File: src/rtl/seq_det_pkg.sv
// Shared definitions for the "1011" sequence detector with digit scan.
//   state_t    : Moore FSM state encoding (S_IDLE=0 .. S_HIT=4)
//   BLANK_CODE : digit value the seven-segment decoder renders as all-off
//   DIG_*      : digit slot indices (0 = rightmost digit)
//   cnt_inc    : decimal 0-9 wrapping increment for the detection count
package seq_det_pkg;

  typedef enum logic [2:0] {
    S_IDLE = 3'd0,
    S_1    = 3'd1,
    S_10   = 3'd2,
    S_101  = 3'd3,
    S_HIT  = 3'd4
  } state_t;

  localparam logic [3:0] BLANK_CODE = 4'hF;

  localparam logic [1:0] DIG_B0  = 2'd0;
  localparam logic [1:0] DIG_B1  = 2'd1;
  localparam logic [1:0] DIG_B2  = 2'd2;
  localparam logic [1:0] DIG_CNT = 2'd3;

  function automatic logic [3:0] cnt_inc(input logic [3:0] c);
    return (c == 4'd9) ? 4'd0 : c + 4'd1;
  endfunction

endpackage

File: src/rtl/seq_det_scan_if.sv
// Bit-strobe input and digit-scan output bundle of seq_det_scan.
//   bit_vld : one-cycle strobe, bit_in carries a new serial bit
//   bit_in  : serial data bit
//   clr     : synchronous soft clear of FSM, history and count
//   sel     : digit select to decoder (0 = rightmost)
//   key     : value for the selected digit (0-9 or blank code)
//   det     : high while the FSM sits in S_HIT
// master = stimulus / key front-end side, slave = detector.
interface seq_det_scan_if;
  logic       bit_vld;
  logic       bit_in;
  logic       clr;
  logic [1:0] sel;
  logic [3:0] key;
  logic       det;

  modport master (
    output bit_vld, bit_in, clr,
    input  sel, key, det
  );

  modport slave (
    input  bit_vld, bit_in, clr,
    output sel, key, det
  );
endinterface

File: src/rtl/seq_scan_timer.sv
// Digit-scan timebase: divides clk by SCAN_DIV and steps the digit select
// 0,1,2,3,0,... once per slot.
//   clk, rst : clock, synchronous active-high reset
//   sel      : current digit select
//   sel_nxt  : value sel takes at the next edge (lets the parent register
//              key in lock-step with sel)
module seq_scan_timer #(
  parameter int SCAN_DIV = 12000
) (
  input  logic       clk,
  input  logic       rst,
  output logic [1:0] sel,
  output logic [1:0] sel_nxt
);
  import seq_det_pkg::*;

  localparam int                CNT_W   = $clog2(SCAN_DIV);
  localparam logic [CNT_W-1:0] CNT_MAX = CNT_W'(SCAN_DIV - 1);

  logic [CNT_W-1:0] cnt;
  logic             tc;

  assign tc      = (cnt == CNT_MAX);
  assign sel_nxt = tc ? sel + 2'd1 : sel;

  always_ff @(posedge clk) begin
    if (rst) begin
      cnt <= '0;
      sel <= DIG_B0;
    end else begin
      cnt <= tc ? '0 : cnt + CNT_W'(1);
      sel <= sel_nxt;
    end
  end

endmodule

File: src/rtl/seq_det_scan.sv
// Serial "1011" sequence detector with built-in 4-digit scan sequencer.
// Digits 0-2 show the three most recent accepted bits (blank until filled),
// digit 3 shows the decimal detection count (wraps 9->0).
//   clk, rst : clock, synchronous active-high reset
//   bus      : seq_det_scan_if.slave (bit_vld, bit_in, clr in; sel, key, det out)
// Parameters: SCAN_DIV (clocks per digit slot, >= 2), BLANK_CODE.
// Build option: define SEQ_DET_OVERLAP_EN for overlapping detection
// (S_HIT on 0 -> S_10); default is non-overlapping (S_HIT on 0 -> S_IDLE).
module seq_det_scan #(
  parameter int         SCAN_DIV   = 12000,
  parameter logic [3:0] BLANK_CODE = 4'hF
) (
  input logic           clk,
  input logic           rst,
  seq_det_scan_if.slave bus
);
  import seq_det_pkg::*;

  state_t     state, state_nxt;
  logic [2:0] hist, hist_nxt;
  logic [2:0] hist_vld, hist_vld_nxt;
  logic [3:0] hit_cnt, hit_cnt_nxt;
  logic [3:0] key;
  logic       det;
  logic [1:0] sel, sel_nxt;

  seq_scan_timer #(.SCAN_DIV(SCAN_DIV)) u_timer (
    .clk     (clk),
    .rst     (rst),
    .sel     (sel),
    .sel_nxt (sel_nxt)
  );

  function automatic state_t fsm_step(input state_t s, input logic b);
    case (s)
      S_IDLE:  return b ? S_1   : S_IDLE;
      S_1:     return b ? S_1   : S_10;
      S_10:    return b ? S_101 : S_IDLE;
      S_101:   return b ? S_HIT : S_10;
`ifdef SEQ_DET_OVERLAP_EN
      S_HIT:   return b ? S_1   : S_10;
`else
      S_HIT:   return b ? S_1   : S_IDLE;
`endif
      default: return S_IDLE;
    endcase
  endfunction

  function automatic logic [3:0] dig_val(input logic [1:0] s, input logic [2:0] h,
                                         input logic [2:0] hv, input logic [3:0] c);
    case (s)
      DIG_B0:  return hv[0] ? {3'b000, h[0]} : BLANK_CODE;
      DIG_B1:  return hv[1] ? {3'b000, h[1]} : BLANK_CODE;
      DIG_B2:  return hv[2] ? {3'b000, h[2]} : BLANK_CODE;
      DIG_CNT: return c;
      default: return BLANK_CODE;
    endcase
  endfunction

  // Next display/FSM content; clr wins over a simultaneous strobe.
  always_comb begin
    state_nxt    = state;
    hist_nxt     = hist;
    hist_vld_nxt = hist_vld;
    hit_cnt_nxt  = hit_cnt;
    if (bus.clr) begin
      state_nxt    = S_IDLE;
      hist_nxt     = '0;
      hist_vld_nxt = '0;
      hit_cnt_nxt  = '0;
    end else if (bus.bit_vld) begin
      state_nxt    = fsm_step(state, bus.bit_in);
      hist_nxt     = {hist[1:0], bus.bit_in};
      hist_vld_nxt = {hist_vld[1:0], 1'b1};
      if (state_nxt == S_HIT) hit_cnt_nxt = cnt_inc(hit_cnt);
    end
  end

  // Registered state and outputs; key looks at next-cycle sel and content so
  // that a slot change or content change shows on the edge that commits it.
  always_ff @(posedge clk) begin
    if (rst) begin
      state    <= S_IDLE;
      hist     <= '0;
      hist_vld <= '0;
      hit_cnt  <= '0;
      det      <= 1'b0;
      key      <= BLANK_CODE;
    end else begin
      state    <= state_nxt;
      hist     <= hist_nxt;
      hist_vld <= hist_vld_nxt;
      hit_cnt  <= hit_cnt_nxt;
      det      <= (state_nxt == S_HIT);
      key      <= dig_val(sel_nxt, hist_nxt, hist_vld_nxt, hit_cnt_nxt);
    end
  end

  assign bus.sel = sel;
  assign bus.key = key;
  assign bus.det = det;

endmodule
File: src/flat_wrapper.sv
// flat-port wrapper written by rule: the top's interface ports become plain ports
module seq_det_scan_flat import seq_det_pkg::*;
#(
  parameter int         SCAN_DIV   = 12000,
  parameter logic [3:0] BLANK_CODE = 4'hF
)
  (clk, rst, bus_bit_vld, bus_bit_in, bus_clr, bus_sel, bus_key, bus_det);
  seq_det_scan_if bus_i ();
  input logic clk;
  input logic rst;
  input wire logic [$bits(bus_i.bit_vld)-1:0] bus_bit_vld;
  input wire logic [$bits(bus_i.bit_in)-1:0] bus_bit_in;
  input wire logic [$bits(bus_i.clr)-1:0] bus_clr;
  output wire logic [$bits(bus_i.sel)-1:0] bus_sel;
  output wire logic [$bits(bus_i.key)-1:0] bus_key;
  output wire logic [$bits(bus_i.det)-1:0] bus_det;
  assign bus_i.bit_vld = bus_bit_vld;
  assign bus_i.bit_in = bus_bit_in;
  assign bus_i.clr = bus_clr;
  assign bus_sel = bus_i.sel;
  assign bus_key = bus_i.key;
  assign bus_det = bus_i.det;
  seq_det_scan #(.SCAN_DIV(SCAN_DIV), .BLANK_CODE(BLANK_CODE)) u_core (.clk(clk), .rst(rst), .bus(bus_i));
endmodule
File: config.mk
export PLATFORM = sky130hd
export DESIGN_NAME = seq_det_scan_flat
export DESIGN_NICKNAME = d
export VERILOG_FILES = /design/src/rtl/seq_det_pkg.sv /design/src/rtl/seq_det_scan_if.sv /design/src/rtl/seq_scan_timer.sv /design/src/rtl/seq_det_scan.sv /design/src/flat_wrapper.sv
export SDC_FILE = /design/constraint.sdc
export NUM_CORES = 1
export LEC_CHECK = 0
export BUFFER_PORTS_ARGS = -buffer_cell sky130_fd_sc_hd__buf_4
export CORE_ASPECT_RATIO = 1.5
export CORE_MARGIN = 3
export CORE_UTILIZATION = 50
export DETAILED_ROUTE_END_ITERATION = 12
export GPL_ROUTABILITY_DRIVEN = 0
export GPL_TIMING_DRIVEN = 0
export HOLD_SLACK_MARGIN = 0.06
export PLACE_DENSITY_LB_ADDON = 0.3
export SLEW_MARGIN = 20
export SYNTH_ARGS = -nofsm -noshare
export SYNTH_HDL_FRONTEND = slang
export SYNTH_HIERARCHICAL = 1
export SYNTH_SLANG_ARGS = --single-unit
File: constraint.sdc
create_clock -name clk -period 5.05 [get_ports clk]
set_clock_uncertainty 0.05 [all_clocks]
set_input_delay 0.2525 -clock clk [delete_from_list [all_inputs] [get_ports clk]]
set_output_delay 0.2525 -clock clk [all_outputs]
set_load 0.02 [all_outputs]
==> run summary, run 1 <==
The residual overflow from global routing is 0, and the CTS clock-pin slew for the worst setup and hold paths is 0.07 ns. The number of enable flip-flop cells after synthesis came out at 0. In the final routed layout, each cell accounts on average for 14.1 um. The worst path needs 2.41 ns of the cycle, external delays included. For this design, the CTS-stage hold fixing added 0 buffers.

Counting flops with an async set or reset pin after synthesis yields a share of 0%. After synthesis, the mean cell area works out to 9.12 um^2. Cells with a size suffix above 1 make up 15.3% of the layout. Slew of the pin with the lowest slew margin: 0.459 ns.

The tree built by TritonCTS fans out to 34 sinks. The number of failing setup endpoints in the final timing report came out at 0. The synthesis warning total is 6.

The most common cell after layout, fill and taps aside is dfxtp_1. IR analysis of the VDD net gives a maximum drop of 0.219 mV. For the worst setup path, the data arrival time is 2.52 ns. Clock buffer count from CTS: 5.

Once detail routing completed, the nets flagged for antenna violations numbered 0. Entering global routing, the biggest net connects 11 pins. The internal power of the cells totals 394 uW. 0 antenna diodes ended up in the layout. The maximum clock frequency is 415 MHz, and the x dimension of the die is 51.6 um.

The worst path required time is 5.16 ns, and the count of port buffers added during placement is 10. Per report_power, the combinational group accounts for 5.2% of the total. Net count of the finished layout: 196. The core region is 0.00294 mm^2.

In this run, the number of DRC markers left after iteration 0 of detailed routing was 21. The classification of the worst-slack hold path is input port to flop. Worst slew slack as a fraction of its limit: 69.4%. TritonCTS built the clock tree.

The tools report the post-detailed-placement half-perimeter wirelength as 2330 um. For the post-synthesis sequential area ratio, the log shows 43.6%. The number of gates resized after cts is 0. The part of the total power dissipated in the clock network was 40.3%; the die span in y was 74.4 um. The worst setup path is launched from a flop. For this design the ratio of total power to cell area is 286 mW/mm^2. Along the worst path, the maximum fanout reaches 6. The run finished with clean final reports. For the wire length of the first global-routing pass, the log shows 5610 um. Synthesis produced a netlist with a net count of 179.

The top cell types in the final layout, fill and taps aside, are dfxtp_1, nor2_1, buf_4. In this run the cell area measured after placement is 0.00168 mm^2. For this block, the routed nets add up to 3210 um of wire. Clock insertion delay at the later pin of the skew report: 0.29 ns. Setup repair after global routing left no endpoint under its margin. The number of ports placed on the die boundary is 12, and the number of storage elements in the synthesis netlist is 34.

The number of antenna violations at the first check in global routing was 0. The clock tree synthesis step divided the H-tree into 2 levels. After routing the design area is 0.00178 mm^2.

For this configuration, the core starts out at a cell density of 53.0%. Synthesis instantiated 45 different standard cells from the library. Dividing the detail-routed via count by the number of cells gives 5.58.

The most used flip-flop cell after synthesis is dfxtp_1. The tools report the final-report max-slew violation count as 0. Class of the most critical setup path: flop to flop. The area overhead of the layout relative to synthesis works out to 13.8%. Fill cells in the final layout number 279.

The cell at the root of the clock tree was clkbuf_8. Of the available clock period, the critical path in the final layout requires 47.7%. Net switching is 22.3% of the power.

In this run the post-CTS setup repair buffer count came out at 0. After routing, the total negative slack on setup checks comes to 0 ns. The maximum buffer depth of the clock tree was 2; the number of remaining DRC errors was 0. The number of hold-slack violations in the final timing report was 0; the peak per-stage delay on the critical path was 0.57 ns. Summed over all cells, the static leakage comes to 0.000656 uW. Number of search-and-repair iterations in the first detailed-routing pass: 4. The routed layout has 1272 vias. The tool flagged a number of max-cap violations equal to 0. In this run the power spent charging and discharging nets is 113 uW.

The tools report the endpoint type of the worst setup path as a flop. For the row count, the log shows 24. The number of cells produced by synthesis came out at 171. The number of global-route vias before repair was 1305. Library cell contributing the largest single delay on the critical path: or4b_4. In this run the cell area of the synthesized design comes to 0.00156 mm^2. The share of total power dissipated in sequential elements is 54.5%. The total routing usage reported by global routing was 19.7%. The die covers 0.00384 mm^2.

The critical path goes through or4b_4 > nor4_2 > xor2_1 > nand2b_1 > o32a_1 > a211oi_2 > o21ai_1.
## cell usage after synthesis (2+ instances only)
library cell | n | share of area [%]
dfxtp_1 | 34 | 44
nor2_1 | 29 | 7.0
xnor2_1 | 9 | 5.1
inv_1 | 8 | 1.9
nand2_1 | 7 | 1.7
nand3_1 | 7 | 2.2
a21oi_1 | 6 | 1.9
mux2i_1 | 6 | 3.8
nor3_1 | 6 | 1.9
nand4_1 | 5 | 2.0
xor2_1 | 5 | 2.8
nand2b_1 | 4 | 1.6
nor4_1 | 4 | 1.6
ha_1 | 3 | 2.4
o21ai_1 | 3 | 0.96
a22oi_1 | 2 | 0.96
and2b_1 | 2 | 0.96
and3b_1 | 2 | 1.1
buf_4 | 2 | 0.96
nor4_2 | 2 | 1.6
## worst max-delay path, delay by kind of cell (launching register included)
kind | cells | cell delay [ns]
simple gates | 3 | 0.91
flops | 1 | 0.36
compound gates | 3 | 0.58
xor+xnor | 1 | 0.38
## power groups by stage
stage	registers (uW)	clock network, uW	logic (uW)
4_1_cts	276	211	26.8
3_5_place_dp	282	0	26.7
5_1_grt	277	222	30.1
3_3_place_gp	282	0	26.1
6_report	276	204	26.5
2_1_floorplan	283	0	16.8
## layer usage
metal	vias up	part of all wire, %	GRT usage [%]
met5	-	0	0
met4	0	2.1	12.0
met3	7	2.7	3.81
met2	27	57	38.1
met1	603	38	18.5
li1	635	-	-
## logic make-up after synthesis
family          count (synthesis)  share of synthesized area [%]
xor+xnor                       14                           7.86
mux                             6                           3.85
flops                          34                           43.6
compound gates                 23                           10.7
simple gates                   78                           27.4
fa+ha+maj                       3                           2.41
buf+inv                        13                           4.17
## flip-flops by register name (all words and copies together), names as in the netlist
| signal | count |
|---|---|
| u_core/u_timer/cnt | 14 |
| u_core/bus.key | 4 |
| u_core/hit_cnt | 4 |
| u_core/hist | 3 |
| u_core/hist_vld | 3 |
| u_core/state | 3 |
| u_core/u_timer/sel | 2 |
| u_core/bus.det | 1 |
## metrics by stage
step | hold slack [ns] | utilization (%) | cells | setup slack (ns) | power (uW)
after floorplan | 0.275 | - | 171 | 2.88 | 299
after global placement | 0.404 | 57.2 | 220 | 2.70 | 308
after detailed placement | 0.420 | 57.2 | 220 | 2.65 | 309
after CTS | 0.120 | 60.3 | 228 | 2.63 | 514
after global routing | 0.147 | 60.3 | 228 | 2.38 | 528
final | 0.127 | 60.3 | 228 | 2.64 | 507
## layout make-up
type,count,area (um^2),area share [%]
multi-input combinational,124,815,45.9
sequential,34,681,38.3
clock buffer,7,86.3,4.86
timing repair buffer,10,75.1,4.23
tap,39,48.8,2.75
buffer,5,35.0,1.97
inverter,8,30.0,1.69
clock inverter,1,5.00,0.282
## worst paths after layout
check	from	endpoint	slack [ns]	cells past startpoint
max reg2reg	u_core/u_timer/cnt[8]	u_core/bus.key[2]	2.64	7
min reg2reg	u_core/u_timer/cnt[0]	u_core/u_timer/cnt[0]	0.43	1
max	u_core/u_timer/cnt[8]	u_core/bus.key[2]	2.64	7
min	rst	u_core/u_timer/cnt[8]	0.13	2
(Power assumes the default switching activity.)
==> run 2: changes to the inputs <==
==> constraint.sdc (replaced) <==
create_clock -name clk -period 2.1 [get_ports clk]
set_clock_uncertainty 0.05 [all_clocks]
set_input_delay 0.105 -clock clk [delete_from_list [all_inputs] [get_ports clk]]
set_output_delay 0.105 -clock clk [all_outputs]
set_load 0.02 [all_outputs]
==> run 2 against run 1 <==
  * The flow now finishes with violations (negative setup slack)
  * Wire length increased by 6.1%
  * Clock power increased by 140%
  * Sequential power increased by 140%
  * Sequential cell count unchanged
  * Cell count increased by 3.5%
  * Utilization increased by 4.0 points
  * Worst setup slack got worse by 2.8 ns
  * Final area increased by 6.7%
  * Power increased by 140%
  * Die area unchanged
  * First-iteration DRC count increased by 14%
  * Maximum frequency increased by 8.3%
  * Highest routed layer unchanged
==> run summary, run 2 (synthesis results as in run 1) <==
The flow ran to the end, but the final reports show violations. The checks that failed: negative setup slack. The number of sinks on the clock net is 34 (unchanged), and the aggregate routed wire length is 3410 um (+6.1%). The tools report the number of search-and-repair iterations in the first detailed-routing pass as 4 (unchanged).

Classification of the worst-slack hold path: input port to flop. The number of ports placed on the die boundary is 12 (unchanged). The sequential cell area in the final layout is 688 um^2 (+1.1%). The total leakage power came out at 0.000738 uW (+13%). The tools report the wire length of the first global-routing pass as 5690 um (+1.5%). For the placeable core region, the log shows 0.00294 mm^2 (unchanged). The number of antenna violations at the first check in global routing was 0 (unchanged). The maximum buffer depth of the clock tree came out at 2 (unchanged). The worst setup path is captured at a flop. The number of DRC markers after the initial detailed-route iteration came out at 24 (+14%). The kind of cell with the highest combined delay along the critical path is simple AND/OR/NAND/NOR gates. The tools report the final-report max-slew violation count as 0 (unchanged).

The depth of the worst hold-timing path was 3 (+1). The final period demand of the worst path came out at 2.23 ns (-0.184 ns). Final worst-path cycle share: 106% (+58 points). The post-detailed-placement half-perimeter wirelength is 2360 um (+1.5%), and the power per cell area is 648 mW/mm^2 (+130%).

The remaining antenna violation count was 0 (unchanged). The startpoint type of the worst setup path was a flop. The number of standard cells in the layout, taps in and fillers out was 236 (+3.5%); the number of failing setup endpoints in the final timing report was 3 (+3). For the number of inserted filler cells in the final layout, the log shows 264 (-5.4%). The slowest stage of the critical path is the or4b_4 cell.

The logs give 0.565 mV (+160%) for the maximum ir drop on the vdd rail and 2 (unchanged) for the number of levels in the clock H-tree. TritonCTS built the clock tree. In this run the clock root is driven by a clkbuf_8. Number of vias per cell: 5.47 (-1.9%). For the final hold slack, the log shows 0.111 ns (-0.0158 ns). The residual overflow from global routing is 0 (unchanged), and the total routing usage reported by global routing is 20.1% (+0.39 points).

The maximum fanout count along the critical path came out at 4 (-2). The antenna cell count came out at 0 (unchanged). The largest registers in the layout are u_core/u_timer/cnt x14, u_core/bus.key x4, u_core/hit_cnt x4. The worst slew slack as a fraction of its limit is 68.5% (-0.87 points). Setup repair after global routing could not meet its margin everywhere. The number of buffers and inverters on the critical path is 0 (unchanged). The run gives 11 (unchanged) as the largest net degree at the start of global routing. Worst path required time: 2.21 ns (-2.95 ns). The number of global-route vias before repair was 1336 (+2.4%). X dimension of the die: 51.6 um (unchanged). The max-cap violation count came out at 0 (unchanged). For the area of the multi-input gates, the log shows 863 um^2 (+6.0%). The largest register by flop count was u_core/u_timer/cnt. The number of hold-slack violations in the final timing report is 0 (unchanged).

The flip-flop count of the largest register after layout is 14 (unchanged), and the logic depth of the worst register-to-register path is 7 (unchanged). The peak per-stage delay on the critical path came out at 0.58 ns (about the same). The clock buffer count from CTS was 5 (unchanged). The library cell used most frequently in the layout, excluding fill and tap cells, is dfxtp_1.

The run gives 2.34 ns (-0.18 ns) as the critical path data arrival time. Cell count after placement: 220 (unchanged). The endpoint identified for the worst register-to-register timing path is u_core/bus.key[1]. For hold timing, the worst endpoint is u_core/hist_vld[1].

The worst setup path is of the flop to flop kind. In this run the critical register-to-register path is launched from u_core/u_timer/cnt[12]. From synthesis to final layout, the design area changed by 21.4%. For the effective utilization at floorplan, the log shows 53.0% (unchanged).

The die area was 0.00384 mm^2 (unchanged). The tools report the internal reg-to-reg setup slack as -0.13 ns (-2.77 ns). The die span in y came out at 74.4 um (unchanged).

In the layout the commonest cells are dfxtp_1, nor2_1, buf_4. The maximum clock frequency was 449 MHz (+8.3%); the post-layout worst setup margin was -0.126 ns (-2.77 ns). The critical path depth was 7 (unchanged). Net count of the finished layout: 204 (+4.1%). The total vias in the final route is 1292 (+1.6%), and the slew of the pin with the lowest slew margin is 0.472 ns (+0.0131 ns).

The worst hold path begins at bus_bit_vld. The row count is 24 (unchanged), and the count of port buffers added during placement is 10 (unchanged). The run gives 0 (unchanged) as the number of remaining DRC errors.

For the clock insertion delay at the later pin of the skew report, the log shows 0.29 ns (about the same). Per-cell routed wire length: 14.4 um (+2.5%). The critical path goes through or4b_4 > nor4_4 > xor2_2 > nand2b_1 > o32a_1 > a211oi_2 > o21ai_1.

The share of final-layout standard cells stronger than drive strength 1 is 21.8% (+6.5 points), and the CTS clock-pin slew for the worst setup and hold paths is 0.07 ns (about the same). The tools report the post-placement setup slack as -0.266 ns (-2.91 ns).
## run 2: worst min-delay path, delay by kind of cell
family	cells	cell delay (ns)
buf+inv	1	0.13
simple gates	1	0.08
mux	1	0.10
## run 2: layout make-up
| type | instances | share of cell area (%) |
|---|---|---|
| timing repair buffer | 18 | 7.27 |
| tap | 39 | 2.58 |
| clock buffer | 7 | 4.56 |
| sequential | 34 | 36.3 |
| buffer | 5 | 1.85 |
| inverter | 8 | 1.59 |
| clock inverter | 1 | 0.264 |
| multi-input combinational | 124 | 45.6 |
## run 2: stage by stage
step	setup TNS (ns)	total power (uW)	utilization (%)	instance area (um^2)
detailed placement	-0.976	744	57.8	1700
finish	-0.336	1230	64.4	1890
floorplan	0	720	-	1580
global placement	-0.656	740	57.8	1700
global route	-0.593	1270	64.4	1890
CTS	-0.636	1240	63.0	1850
## run 2: how the worst max path moves through the flow
stage                                 startpoint           endpoint  slack [ns]
after global placement     u_core/u_timer/cnt[0]  u_core/bus.key[1]       -0.17
final                     u_core/u_timer/cnt[12]  u_core/bus.key[1]       -0.13
after floorplan            u_core/u_timer/cnt[0]  u_core/bus.key[1]       0.003
after detailed placement   u_core/u_timer/cnt[0]  u_core/bus.key[1]       -0.27
after CTS                 u_core/u_timer/cnt[12]  u_core/bus.key[1]       -0.18
after global routing      u_core/u_timer/cnt[12]  u_core/bus.key[1]       -0.20
## run 2: where the power goes
group	switching, uW	leakage [uW]	total, uW	internal, uW
sequential	11.9	0.000277	666	654
combinational	37.1	0.000413	68.6	31.5
clock	229	0.0000482	493	264
## run 2: layer usage
metal,share of wire (%),track usage (%),wire (um),vias to the layer above
li1,-,-,-,655
met4,1.5,12.2,51,0
met3,2.3,3.61,77,6
met1,39,18.9,1340,613
met5,0,0,0,-
met2,57,39.0,1940,18
## run 2: what timing repair did
action,4_1_cts,5_1_grt
setup endpoints to repair,4,5
hold buffers,1,0
endpoints found under the hold margin,3,0
pin swaps,6,4
resized for setup,4,7
setup buffers,6,1
